`src/rtl/out_port_pkg.sv`:
```
// Shared defaults and output-stage state encoding for the output port controller.
package out_port_pkg;

    localparam int         DefaultDepth  = 4;
    localparam logic [7:0] DefaultStrobe = 8'hFF;

    typedef enum logic {
        IDLE    = 1'b0,
        PRESENT = 1'b1
    } out_state_e;

endpackage

```
`src/rtl/out_port_fifo.sv`:
```
// Circular FIFO behind the output stage. Depth must be a power of two so the
// pointers wrap naturally; clr outranks push and pop.
module out_port_fifo
    import out_port_pkg::*;
#(
    parameter int Width = 8,
    parameter int Depth = DefaultDepth
) (
    input  logic                     clk,
    input  logic                     nReset,
    input  logic                     clr,
    input  logic                     push,
    input  logic                     pop,
    input  logic [Width-1:0]         wr_data,
    output logic [Width-1:0]         head,
    output logic [$clog2(Depth):0]   count,
    output logic                     full
);

    localparam int AW = $clog2(Depth);
    localparam int CW = AW + 1;

    logic [AW-1:0]    wr_ptr_q, wr_ptr_d;
    logic [AW-1:0]    rd_ptr_q, rd_ptr_d;
    logic [CW-1:0]    count_q, count_d;
    logic             full_q, full_d;
    logic [Width-1:0] mem_q [Depth];
    logic [Width-1:0] mem_d [Depth];

    always_comb begin
        wr_ptr_d = wr_ptr_q;
        rd_ptr_d = rd_ptr_q;
        count_d  = count_q;
        mem_d    = mem_q;
        if (clr) begin
            wr_ptr_d = '0;
            rd_ptr_d = '0;
            count_d  = '0;
        end else begin
            if (push) begin
                mem_d[wr_ptr_q] = wr_data;
                wr_ptr_d        = wr_ptr_q + AW'(1);
            end
            if (pop) begin
                rd_ptr_d = rd_ptr_q + AW'(1);
            end
            count_d = count_q + CW'(push) - CW'(pop);
        end
        full_d = (count_d == CW'(Depth));
    end

    always_ff @(posedge clk or negedge nReset) begin
        if (!nReset) begin
            wr_ptr_q <= '0;
            rd_ptr_q <= '0;
            count_q  <= '0;
            full_q   <= 1'b0;
        end else begin
            wr_ptr_q <= wr_ptr_d;
            rd_ptr_q <= rd_ptr_d;
            count_q  <= count_d;
            full_q   <= full_d;
        end
    end

    // Storage itself carries no reset; validity is tracked by the pointers.
    always_ff @(posedge clk) begin
        mem_q <= mem_d;
    end

    assign head  = mem_q[rd_ptr_q];
    assign count = count_q;
    assign full  = full_q;

endmodule

```
`src/rtl/out_port_ctrl.sv`:
```
// Output port controller: decodes ALU strobe writes, feeds a single-word output
// stage directly when the FIFO is empty, otherwise queues behind it.
module out_port_ctrl
    import out_port_pkg::*;
#(
    parameter int               Psize      = 8,
    parameter int               Depth      = DefaultDepth,
    parameter logic [Psize-1:0] StrobeCode = Psize'(DefaultStrobe)
) (
    input  logic                   clk,
    input  logic                   nReset,
    input  logic [Psize-1:0]       RegIn,
    input  logic [Psize-1:0]       ALURes,
    input  logic                   clr,
    input  logic                   out_ready,
    output logic [Psize-1:0]       out_data,
    output logic                   out_valid,
    output logic                   full,
    output logic                   overflow,
    output logic [$clog2(Depth):0] count
);

    localparam int CW = $clog2(Depth) + 1;

    out_state_e       state_q, state_d;
    logic [Psize-1:0] out_data_q, out_data_d;
    logic             overflow_q, overflow_d;

    logic             wr_req, can_load, fifo_empty, bypass, pop, push, drop;
    logic [Psize-1:0] fifo_head;
    logic [CW-1:0]    fifo_count;

    // The stage can take a new word when idle or when its current word leaves.
    always_comb begin
        wr_req     = (ALURes == StrobeCode);
        fifo_empty = (fifo_count == '0);
        can_load   = (state_q == IDLE) || out_ready;
        pop        = can_load && !fifo_empty;
        bypass     = can_load && fifo_empty && wr_req;
        push       = wr_req && !bypass && (fifo_count < CW'(Depth)) && !clr;
        drop       = wr_req && !bypass && (fifo_count >= CW'(Depth)) && !clr;
    end

    always_comb begin
        state_d    = state_q;
        out_data_d = out_data_q;
        overflow_d = overflow_q | drop;
        if (clr) begin
            state_d    = IDLE;
            overflow_d = 1'b0;
        end else begin
            case (state_q)
                IDLE: begin
                    if (pop) begin
                        state_d    = PRESENT;
                        out_data_d = fifo_head;
                    end else if (bypass) begin
                        state_d    = PRESENT;
                        out_data_d = RegIn;
                    end
                end
                PRESENT: begin
                    if (out_ready) begin
                        if (pop) begin
                            out_data_d = fifo_head;
                        end else if (bypass) begin
                            out_data_d = RegIn;
                        end else begin
                            state_d = IDLE;
                        end
                    end
                end
                default: state_d = IDLE;
            endcase
        end
    end

    always_ff @(posedge clk or negedge nReset) begin
        if (!nReset) begin
            state_q    <= IDLE;
            out_data_q <= '0;
            overflow_q <= 1'b0;
        end else begin
            state_q    <= state_d;
            out_data_q <= out_data_d;
            overflow_q <= overflow_d;
        end
    end

    out_port_fifo #(
        .Width (Psize),
        .Depth (Depth)
    ) u_fifo (
        .clk     (clk),
        .nReset  (nReset),
        .clr     (clr),
        .push    (push),
        .pop     (pop),
        .wr_data (RegIn),
        .head    (fifo_head),
        .count   (fifo_count),
        .full    (full)
    );

    assign out_data  = out_data_q;
    assign out_valid = (state_q == PRESENT);
    assign overflow  = overflow_q;
    assign count     = fifo_count;

endmodule

```
`config.mk`:
```
export PLATFORM = sky130hd
export DESIGN_NAME = out_port_ctrl
export DESIGN_NICKNAME = d
export VERILOG_FILES = /design/src/rtl/out_port_pkg.sv /design/src/rtl/out_port_fifo.sv /design/src/rtl/out_port_ctrl.sv
export SDC_FILE = /design/constraint.sdc
export NUM_CORES = 1
export LEC_CHECK = 0
export ABC_AREA = 1
export BUFFER_PORTS_ARGS = -buffer_cell sky130_fd_sc_hd__buf_2
export CORE_MARGIN = 3
export CORE_UTILIZATION = 25
export CTS_BUF_LIST = sky130_fd_sc_hd__clkbuf_4 sky130_fd_sc_hd__clkbuf_8
export DETAILED_ROUTE_END_ITERATION = 8
export MAX_ROUTING_LAYER = met4
export PLACE_DENSITY = 0.41
export SYNTH_ARGS = -nofsm -noshare
export SYNTH_HDL_FRONTEND = slang
export SYNTH_SLANG_ARGS = --single-unit
```
`constraint.sdc`:
```
create_clock -name clk -period 2.3 [get_ports clk]
set_input_delay 0.345 -clock clk [delete_from_list [all_inputs] [get_ports clk]]
set_output_delay 0.345 -clock clk [all_outputs]
set_load 0.01 [all_outputs]
```
# == Word-level counts from Yosys, hierarchy flattened ==
# Index checks and enable logic that the tools add are counted.
# W data, S select, Z words.
# totals
word_cells,67
mem_bits_ro,0
regBits,50
mem_count,0
output_inout_bits,14
latch_bits,0
ram_bits,0
# op_classes
n_eq_ne,3
bitwise,5
order_cmp,5
n_mul,0
muxes,21
n_div,0
reduce_logical,18
addsub,4
n_shift,0
# ops
operator,count
$mux W8,6
$bwmux W32,1
$bmux W8 S2,1
$demux W8 S2,1
$pmux W8 S2,1
$ge A3 B3 Y1 const B,3
$logic_and A1 B1 Y1,9
$eq A8 B8 Y1 const B,1
$mux W2,4
$not A2 Y3,2
$mux W1,5
$add A2 B1 Y2 const B,2
$reduce_and A2 Y1,2
$reduce_bool A2 Y1,2
$add A3 B1 Y3,1
$eq A3 B3 Y1 const B,1
$logic_not A1 Y1,3
$logic_not A3 Y1,1
$lt A3 B1 Y1 const B,1
$lt A3 B3 Y1 const B,1
$mux W3,1
$sub A3 B1 Y3,1
$ne A2 B2 Y1 const B,1
$not A1 Y1,2
other kinds (3),3

# == Longest topological paths before layout ==
# Gate-level depths: netlist (run 1).
# depth
ltp_word,12
mapped_depth,13
depth_no_buf,13

# == Cells and area by module ==
# A second synthesis (run 1) with hierarchy kept.
# hier_totals
hier_cells,216
area_unflattened_um2,2363.5
# modules_own_cells
module,n_inst,area_each_um2,cells_per_inst,seq_area_each_um2
out_port_fifo,1,1752.9,132,1161.1
out_port_ctrl,1,610.6,84,250.2

# == Worst setup path before layout (run 1) ==
# Ideal clock, no wire load.
# synth_timing
kind,reg-to-reg
from,register u_fifo.count_q[2] (netlist: u_fifo.count[2])
to,register u_fifo.full_q (netlist: u_fifo.full)
path_stages_with_launch,10
synth_period_minus_slack_ns,2.008
setup_time_ns,0.086
setup_slack_ns,0.292
t_required_ns,2.214
arrival_ns,1.922
cell_sequence,dfrtp_1 > nor2_4 > a21oi_4 > ha_1 > inv_1 > ha_1 > inv_1 > fa_1 > nor2_1 > nor3_1
# synth_via
elab_chain_cells,11
elab_cells_between_ends,14
cone_classes,add/sub (2); order compare (1); eq/ne (1); mux (1); reduce/logical (9)
# synth_lines
element,line,source
"start, declared",out_port_fifo.sv:25,"logic [CW-1:0] count_q, count_d;"
"start signal, assigned",out_port_fifo.sv:61,count_q <= count_d;
$logic_not A3 Y1,out_port_ctrl.sv:36,fifo_empty = (fifo_count == '0);
$logic_and A1 B1 Y1 (2 in a row),out_port_ctrl.sv:39,bypass = can_load && fifo_empty && wr_req;
$logic_not A1 Y1,out_port_ctrl.sv:40,push = wr_req && !bypass && (fifo_count < CW'(Depth)) && !clr;
$logic_and A1 B1 Y1 (3 in a row),out_port_ctrl.sv:40,
$add A3 B1 Y3,out_port_fifo.sv:47,count_d = count_q + CW'(push) - CW'(pop);
$sub A3 B1 Y3 (*),out_port_fifo.sv:47,
$mux W3 (*),out_port_fifo.sv:35,if (clr) begin
via u_fifo.count_d[1],out_port_fifo.sv:25,
$eq A3 B3 Y1 (*),out_port_fifo.sv:49,full_d = (count_d == CW'(Depth));
via u_fifo.full_d,out_port_fifo.sv:26,"logic full_q, full_d;"
"end signal, assigned",out_port_fifo.sv:62,full_q <= full_d;
"end, declared",out_port_fifo.sv:26,
# Mark *: on every way through the listed nets, which the timed path passes. The rest lies on a longest branch.
# A chain may end at the register's enable or synchronous reset.

# == Final worst setup path (run 1) ==
# layout_timing
from,register u_fifo.count_q[1] (netlist: u_fifo.count[1])
to,register u_fifo.full_q (netlist: u_fifo.full)
# layout_via
elab_chain_cells,11
elab_cells_between_ends,14
cone_classes,add/sub (2); order compare (1); eq/ne (1); mux (1); reduce/logical (9)
# layout_lines
element,line
$logic_not A3 Y1,out_port_ctrl.sv:36
$logic_and A1 B1 Y1 (2 in a row),out_port_ctrl.sv:39
$logic_not A1 Y1,out_port_ctrl.sv:40
$logic_and A1 B1 Y1 (3 in a row),out_port_ctrl.sv:40
$add A3 B1 Y3,out_port_fifo.sv:47
$sub A3 B1 Y3 (*),out_port_fifo.sv:47
$mux W3 (*),out_port_fifo.sv:35
$eq A3 B3 Y1 (*),out_port_fifo.sv:49
via u_fifo.full_d,out_port_fifo.sv:26
# Marks and branches as above.

==> results.cfg, run 1 <==
[outcome]
status = finished clean

[synth]
synth-edff-count = 32
netlist_area_um2 = 2310
synth_flop_cell = edfxtp_1
synth_area_leader_cell = edfxtp_1
synthArstFlopShare_pct = 36.0
synth_top_area_share_pct = 41.5
synthCells = 233
muxShareOfSynthArea_pct = 0
yosys.area_share.simple_pct = 27.6
synth_xor_xnor_area_share_pct = 0
synth_area_per_cell_um2 = 9.93
synth_compound_area_share_pct = 2.43
synth_nets = 260
yosys_register_bits = 50
synthTopCellsByArea = edfxtp_1 (42%), dfrtp_1 (19%), nand2_1 (14%)
synthAdderAreaFrac_pct = 4.11
synth_top_family_by_area = simple AND/OR/NAND/NOR gates
yosysMostFrequentCell = nand2_1
ys_types = 25
yosys_warnings = 0
ys_seq_area_share_pct = 61.0
yosys-top-cells-count = nand2_1 (89), edfxtp_1 (32), nand3_1 (29), dfrtp_1 (18), inv_1 (17)

[cts]
cts_tree = built
postCtsSetupRepairBufs = 0
clk-insertion-delay-late_ps = 300
cts-root-buf = clkbuf_8
cts-buffers-inserted = 5
cts.reportedPaths.clkPinSlew_ps = 100
clock-sinks = 50
htreeDepth = 2
clockBufferDepth = 2

[timing]
setup_viol = 0
hold_violations = 0
max_slew_margin_pct = 70.9
fmax_mhz = 495
tightestPinTransition_ps = 436
grt_setup_unrepaired = no
min_period_over_period_pct = 87.8
worst_slack_ps = 280
fin_skew_ps = 8.58
fin_setup_tns_ps = 0
maxSlewViolCount = 0
post-route-min-period_ps = 2020

[placement]
gp_congestion = 0.775
dpl.hpwl_mm = 3.61
post-place-ws_ps = 277
io_buffers = 33

[critical_path]
critical_path_arrival_ps = 2250
critical_path_class = flip-flop to flip-flop
cp-start-kind = flip-flop
critPathRequiredTime_ps = 2530
cp-end-kind = flip-flop
crit_path_max_fanout = 4

[die]
die_h_um = 102
die_width_um = 102
core_um2 = 8850
start_util_pct = 26.2
die-area_um2 = 10500
io_pins = 34
row_count = 34

[final_layout]
fin_nets = 306
post-route-util_pct = 31.1
drive_gt1_share_pct = 22.9
areaGrowthSynthToFinish_pct = 18.9
diodes = 0

[global_routing]
overflow = 0
antenna_found_initial = 0
grt_max_degree = 19
grt_pass1_wl_mm = 8.47
grtUsageTotal_pct = 11.1
grt_pass1_vias = 1661

[drt]
vias_per_cell = 4.28
firstDrtPassIters = 4
routedWlPerCell_um = 13.4
drt_iter0_markers = 51
drc = 0
vias = 1659
ant_nets = 0
finalWirelength_mm = 5.20

[pwr]
total_power_w = 0.00280
p_leak_nw = 1.25
ir_drop_v = 0.000282
powerDensity_nw_per_um2 = 1020

[flow_run]
maxCapViolCount = 0

[min_path]
hp-class = primary input to flip-flop
-- per-stage QoR --
step / hold WS (ps) / instance area (um^2) / instances
6_report: 266 / 2750 / 388
3_3_place_gp: 315 / 2650 / 379
2_1_floorplan: 49.4 / 2310 / 233
4_1_cts: 261 / 2750 / 388
3_5_place_dp: 318 / 2650 / 379
5_1_grt: 259 / 2750 / 388
-- critical path, cell delays in order, from the launching register on --
cell     delay [ps]
dfrtp_1         460
nor2_4          190
a21oi_4          80
ha_1            270
inv_1            60
ha_1            130
inv_1            40
fa_1            380
nand3_1         100
nand3_1          90
nor3_1          130
-- where the power goes --
| part | internal (W) | switching, W | total [W] |
|---|---|---|---|
| Sequential | 0.00107 | 0.000108 | 0.00118 |
| Combinational | 0.000393 | 0.000702 | 0.00109 |
| Clock | 0.000228 | 0.000304 | 0.000532 |
-- logic make-up (layout without fill, tap and decap cells) --
| kind of cell | Yosys count | after routing |
|---|---|---|
| simple gates | 145 | 145 |
| flops | 50 | 50 |
| buf+inv | 25 | 72 |
| fa+ha+maj | 7 | 7 |
| compound gates | 6 | 6 |
-- repair_timing --
item,in CTS,in global routing
gates resized for setup,0,0
hold buffers,1,0
endpoints found under the hold margin,18,0
endpoints found under the setup margin,0,0
-- state kept, by name, summed over array words and instances, names as in the netlist --
signal	count
u_fifo.rd_ptr_q	2
u_fifo.full	1
u_fifo.mem_q	32
out_data	8
u_fifo.count	3
u_fifo.wr_ptr_q	2
overflow	1
out_valid	1
-- area by class of cell --
| class | instances | area (um^2) |
|---|---|---|
| Sequential cell | 50 | 1410 |
| Inverter | 21 | 81.3 |
| Multi-Input combinational cell | 158 | 791 |
| Timing Repair Buffer | 43 | 243 |
| Clock inverter | 2 | 13.8 |
| Fill cell | 959 | 6100 |
| Tap cell | 108 | 135 |
| Clock buffer | 6 | 76.3 |
-- per-layer routing --
metal | GRT usage (%) | wire, um
met1 | 14.6 | 2480
met2 | 17.4 | 2440
met3 | 2.25 | 223
met4 | 3.03 | 52
met5 | - | 0
-- layout by cell type (no fill, tap or decap), drive strengths merged --
master	Yosys	layout
a21oi	2	2
a31oi	1	1
buf	4	42
clkbuf	0	6
clkinvlp	0	1
dfrtp	18	18
dlygate4sd3	0	1
edfxtp	32	32
fa	1	1
ha	6	6
inv	21	22
nand2	93	93
nand3	31	31
nand4	3	3
nor2	17	17
nor3	1	1
o21a	1	1
o21ai	2	2
-- worst paths after layout --
check	depth (start not counted)	start	endpoint	slack, ps
worst max-delay path	10	u_fifo.count[1]	u_fifo.full	280
max in group asynchronous	2	nReset	u_fifo.wr_ptr_q[1]	1510
min in group asynchronous	2	nReset	overflow	500
worst max register to register	10	u_fifo.count[1]	u_fifo.full	280
worst min-delay path	1	RegIn[4]	u_fifo.mem_q[28]	270
worst min register to register	2	out_data[6]	out_data[6]	480
Power figures use the tool's default switching activity.
==> run 2, diff against run 1 <==
--- a/config.mk
+++ b/config.mk
@@ -11,6 +11,7 @@
 export CORE_UTILIZATION = 25
 export CTS_BUF_LIST = sky130_fd_sc_hd__clkbuf_4 sky130_fd_sc_hd__clkbuf_8
 export DETAILED_ROUTE_END_ITERATION = 8
+export GPL_ROUTABILITY_DRIVEN = 0
 export MAX_ROUTING_LAYER = met4
 export PLACE_DENSITY = 0.41
 export SYNTH_ARGS = -nofsm -noshare
==> constraint.sdc (replaced) <==
create_clock -name clk -period 1.9 [get_ports clk]
set_input_delay 0 -clock clk [delete_from_list [all_inputs] [get_ports clk]]
set_output_delay 0 -clock clk [all_outputs]
set_load 0.01 [all_outputs]
==> run 2 against run 1 <==
Effect of this change: sequential share of layout area fell by 4.3 points; first-iteration DRC count rose by 76%; register-to-register slack got worse by 270 ps; critical path type unchanged; non-clock buffer count rose by 21; largest cell class unchanged; die area did not move; wire length rose by 2.8%; worst hold slack got worse by 130 ps.
==> results.cfg, run 2 (synthesis results as in run 1) <==
[critical_path]
critPathRequiredTime_ps = 2140
r2r_start = u_fifo.count[2]
crit_chain = nor2_4 > a21oi_4 > ha_1 > inv_1 > ha_1 > inv_1 > fa_2 > nor2_4 > nor3_2
cp-start-kind = flip-flop
crit_path_max_fanout = 2
critical_path_class = flip-flop to flip-flop
cp-startpoint = u_fifo.count[2]
cpMaxStageDelayCell = fa_2
max_stage_delay_ps = 540
ff2ff_setup_slack_ps = 10
rr_worst_depth = 9
reg2reg_to = u_fifo.full
cp-end-kind = flip-flop
critical_path_arrival_ps = 2130

[final_layout]
multi_input_area_um2 = 832
drive_gt1_share_pct = 27.9
final_common_cell = nand2_1
fin_nets = 327
layout_common_cells = nand2_1 (89), buf_2 (33), edfxtp_1 (32)
seq_area_um2 = 1410
stdcell_area_um2 = 3010
post-route-util_pct = 34.0
diodes = 0
top_register = u_fifo.mem_q
fillers = 921
largest_reg_flops = 32
areaGrowthSynthToFinish_pct = 29.9

[global_routing]
grt_max_degree = 19
grtUsageTotal_pct = 11.1
overflow = 0
grt_pass1_vias = 1744
antenna_found_initial = 0
grt_pass1_wl_mm = 8.66

[cts]
htreeDepth = 2
clockBufferDepth = 2
cts-buffers-inserted = 5
cts_tree = built
clk-insertion-delay-late_ps = 300
cts-root-buf = clkbuf_8
clock-sinks = 50
cts.reportedPaths.clkPinSlew_ps = 100

[placement]
io_buffers = 33
post-place-ws_ps = -50.4
dpl.hpwl_mm = 3.61
dpl_cell_area_um2 = 2700

[drt]
firstDrtPassIters = 4
drt_iter0_markers = 90
vias_per_cell = 4.28
drc = 0
routedWlPerCell_um = 13.1
vias = 1751
wl_met2_mm = 2.62
finalWirelength_mm = 5.35
drt-met1-wl_mm = 2.47
ant_nets = 0
met3_length_um = 234
routed.top_layer = met4

[timing]
maxSlewViolCount = 0
hold_violations = 0
tightestPinTransition_ps = 462
setup_viol = 0
post-route-min-period_ps = 1890
fmax_mhz = 529
fin_skew_ps = 11.7
worst_slack_ps = 10.7
grt_setup_unrepaired = yes
max_slew_margin_pct = 69.2
min_period_over_period_pct = 99.4
fin_setup_tns_ps = 0

[flow_run]
maxCapViolCount = 0

[die]
start_util_pct = 26.2
row_count = 34
die_h_um = 102
die_width_um = 102
io_pins = 34
core_um2 = 8850
die-area_um2 = 10500

[outcome]
status = finished clean

[pwr]
powerDensity_nw_per_um2 = 1270
ir_drop_v = 0.000361
total_power_w = 0.00383
p_leak_nw = 1.36

[min_path]
min_path_cells = 6
worstHoldStart = ALURes[0]
hold_end = u_fifo.wr_ptr_q[1]
hp-class = primary input to flip-flop
## run 2: cell types whose count changed in the layout (fill, tap and decap cells not counted), moves of 2 or more
cell and change:
nor2_1 -2, dfrtp_1 -2, buf_4 +10, nand3_2 +3, dfrtp_2 +2, inv_6 +2, dlygate4sd3_1 +11, nand3_1 -3
## run 2: final cells by class
class / instances / share of cell area, %
inverters: 21 / 2.70
repair buffers: 64 / 14.2
clock buffers: 5 / 2.29
multi-input cells: 158 / 27.7
well taps: 108 / 4.49
clock inverters: 3 / 1.58
flip-flops and latches: 50 / 47.0
## run 2: metrics by stage
step | hold slack (ps) | cells
floorplan | -296 | 233
global placement | -27.5 | 385
detailed placement | -22.5 | 385
CTS | 122 | 407
global route | 174 | 409
finish | 133 | 409
## run 2: worst max-delay path: cells and delay by family, from the launching register on
family,cells,cell delay (ps)
and+or+nand+nor,3,270
AOI/OAI and AO/OA,1,70
buffers and inverters,2,110
DFF,1,440
adders and majority gates,3,940
## run 2: timing repair
| action | 4_1_cts | 5_1_grt |
|---|---|---|
| hold buffers | 12 | 0 |
| setup endpoints to repair | 1 | 4 |
| pin swaps | 3 | 2 |
| resized for setup | 3 | 6 |
| buffers inserted | 2 | 2 |
| hold endpoints to repair | 54 | 0 |
## run 2: worst max-delay path by stage
stage                              to
after floorplan           u_fifo.full
after global placement    u_fifo.full
after detailed placement  u_fifo.full
after CTS                 u_fifo.full
after global routing      u_fifo.full
final                     u_fifo.full
## run 2: per-layer routing
metal	GRT usage, %	up-vias
met5	-	-
met4	2.62	0
met3	2.46	2
met2	17.7	34
met1	14.5	825
li1	-	890
## run 2: report_power, final
part / total (W) / switching, W / leakage [nW] / internal, W
Sequential: 0.00142 / 0.000129 / 0.518 / 0.00130
Clock: 0.000789 / 0.000387 / 0.0591 / 0.000402
Combinational: 0.00161 / 0.000943 / 0.787 / 0.000670
==> run 3, diff against run 2 <==
--- a/config.mk
+++ b/config.mk
@@ -5,7 +5,7 @@
 export SDC_FILE = /design/constraint.sdc
 export NUM_CORES = 1
 export LEC_CHECK = 0
-export ABC_AREA = 1
+export ABC_AREA = 0
 export BUFFER_PORTS_ARGS = -buffer_cell sky130_fd_sc_hd__buf_2
 export CORE_MARGIN = 3
 export CORE_UTILIZATION = 25
@@ -13,7 +13,7 @@
 export DETAILED_ROUTE_END_ITERATION = 8
 export GPL_ROUTABILITY_DRIVEN = 0
 export MAX_ROUTING_LAYER = met4
-export PLACE_DENSITY = 0.41
+export PLACE_DENSITY = 0.42
 export SYNTH_ARGS = -nofsm -noshare
 export SYNTH_HDL_FRONTEND = slang
 export SYNTH_SLANG_ARGS = --single-unit
==> constraint.sdc (replaced) <==
create_clock -name clk -period 2.4 [get_ports clk]
set_input_delay 0 -clock clk [delete_from_list [all_inputs] [get_ports clk]]
set_output_delay 0 -clock clk [all_outputs]
set_load 0.01 [all_outputs]
==> run 3 against run 2 <==
Effect of this change: sequential power decreased by 19%; wire length shrank 12%; via count fell by 25%; power decreased by 32%; worst hold slack lost 110 ps; synthesized cell count down 42%; non-clock buffer count down 11; count of clock-buffer cells in the layout is the same; highest routed layer unchanged.
==> results.cfg, run 3 <==
[final_layout]
final_common_cell = buf_2
top_register = u_fifo.mem_q
layout_common_cells = buf_2 (33), edfxtp_1 (32), a21oi_1 (17)
fin_nets = 218
post-route-util_pct = 32.7
fillers = 815
largest_reg_flops = 32
diodes = 0
drive_gt1_share_pct = 38.0
areaGrowthSynthToFinish_pct = 26.6

[timing]
maxSlewViolCount = 0
fin_setup_tns_ps = 0
fin_skew_ps = 9.36
fmax_mhz = 439
min_period_over_period_pct = 94.8
tightestPinTransition_ps = 537
hold_violations = 0
worst_slack_ps = 124
max_slew_margin_pct = 64.2
setup_viol = 0
post-route-min-period_ps = 2280

[drt]
firstDrtPassIters = 4
finalWirelength_mm = 4.69
routedWlPerCell_um = 15.8
vias = 1311
vias_per_cell = 4.41
ant_nets = 0
drc = 0
drt_iter0_markers = 54

[die]
core_um2 = 8260
die-area_um2 = 9680
die_width_um = 98.4
row_count = 33
die_h_um = 98.4
io_pins = 34
start_util_pct = 25.8

[cts]
clock-sinks = 50
clockBufferDepth = 2
cts_tree = built
cts-buffers-inserted = 5
htreeDepth = 2
clk-insertion-delay-late_ps = 310
cts.reportedPaths.clkPinSlew_ps = 90
cts-root-buf = clkbuf_8

[placement]
post-place-ws_ps = 86.2
io_buffers = 33
dpl.hpwl_mm = 3.19

[synth]
synth_top_area_share_pct = 45.0
yosys-top-cells-count = edfxtp_1 (32), dfrtp_1 (18), a21oi_1 (17), nor2_1 (11)
synth-edff-count = 32
synth_flop_cell = edfxtp_1
synth_area_leader_cell = edfxtp_1
synth_nets = 163
synthTopCellsByArea = edfxtp_1 (45%), dfrtp_1 (21%), mux4_2 (8.4%)
yosys_register_bits = 50
netlist_area_um2 = 2130
synth_area_per_cell_um2 = 15.7
ys_seq_area_share_pct = 66.2
synthArstFlopShare_pct = 36.0
yosys_warnings = 0
yosysMostFrequentCell = edfxtp_1
ys_types = 29
synthCells = 136

[critical_path]
critical_path_class = flip-flop to flip-flop
r2r_start = u_fifo.count[0]
critical_path_arrival_ps = 2530
reg2reg_to = u_fifo.full
cp-end-kind = flip-flop
ff2ff_setup_slack_ps = 120
critPathRequiredTime_ps = 2650
crit_path_max_fanout = 4
cp-start-kind = flip-flop
rr_worst_depth = 10

[min_path]
worstHoldStart = clr
hp-class = primary input to flip-flop
min_path_cells = 2
hold_end = u_fifo.rd_ptr_q[0]

[global_routing]
overflow = 0
grtUsageTotal_pct = 10.4
grt_pass1_vias = 1333
grt_pass1_wl_mm = 7.39
grt_max_degree = 19
antenna_found_initial = 0

[pwr]
ir_drop_v = 0.000344
p_sw_share_pct = 34.8
power_frac_comb_pct = 37.4
intPower_w = 0.00171
seq_power_share_pct = 43.8
powerDensity_nw_per_um2 = 971
clkPwrFrac_pct = 18.8
power.switching_w = 0.000912
p_leak_nw = 1.03

[outcome]
status = finished clean

[flow_run]
maxCapViolCount = 0
[run 3: repair_timing]
action	4_1_cts	5_1_grt
hold buffers	9	0
setup endpoints to repair	0	1
resized for setup	0	5
endpoints found under the hold margin	50	0
buffers inserted	0	7
[run 3: critical path, stage by stage, from the launching register on]
cell       delay, ps
dfrtp_1          440
nor2_1           100
a2111oi_4        310
and2b_2          200
ha_1             130
inv_1             50
fa_2             320
xor2_1           150
and2_1           170
nor3_2           160
and3b_1          180
[run 3: per-stage QoR]
step | power, W | hold WS [ps] | cell area, um^2 | instances
after floorplan | 0.00174 | -296 | 2140 | 136
after global routing | 0.00281 | 35.3 | 2700 | 297
final | 0.00262 | 20.5 | 2700 | 297
after detailed placement | 0.00206 | -21.9 | 2440 | 273
after global placement | 0.00205 | -33.5 | 2440 | 273
after CTS | 0.00256 | 15.6 | 2630 | 290
[run 3: cells by family after synthesis]
| family | Yosys count | share of synthesized area (%) |
|---|---|---|
| multiplexers | 9 | 8.91 |
| flip-flops | 50 | 66.2 |
| buffers and inverters | 10 | 1.94 |
| adder cells (fa/ha/maj) | 7 | 4.46 |
| AND/OR/NAND/NOR | 29 | 8.39 |
| AO/OA/AOI/OAI | 27 | 8.50 |
| XOR/XNOR | 4 | 1.64 |
[run 3: how the worst max path moves through the flow]
| stage | startpoint | end | slack (ps) | depth (start not counted) |
|---|---|---|---|---|
| 3_5_place_dp | u_fifo.count[1] | u_fifo.full | 90 | 11 |
| 6_report | u_fifo.count[0] | u_fifo.full | 120 | 10 |
| 5_1_grt | u_fifo.count[0] | u_fifo.full | -9 | 10 |
| 3_3_place_gp | u_fifo.count[1] | u_fifo.full | 130 | 11 |
| 2_1_floorplan | u_fifo.count[1] | u_fifo.full | 2 | 12 |
| 4_1_cts | u_fifo.count[1] | u_fifo.full | 60 | 11 |
[run 3: power groups by stage]
stage	clock network, W	registers (W)	logic [W]
floorplan	0	0.00117	0.000573
global placement	0	0.00117	0.000880
detailed placement	0	0.00117	0.000883
CTS	0.000510	0.00115	0.000898
global route	0.000546	0.00117	0.00109
finish	0.000493	0.00115	0.000981
[run 3: cell type report]
class | instances | area [um^2] | area share (%)
Clock buffer | 5 | 68.8 | 2.55
Clock inverter | 3 | 21.3 | 0.787
Inverter | 5 | 18.8 | 0.695
Multi-Input combinational cell | 76 | 709 | 26.3
Sequential cell | 50 | 1410 | 52.3
Tap cell | 105 | 131 | 4.86
Timing Repair Buffer | 53 | 338 | 12.5
[run 3: routing by layer]
metal	part of all wire [%]	GRT usage, %
met1	43	12.6
met3	2.3	2.21
met2	53	17.2
met4	1.7	3.78
met5	0	-
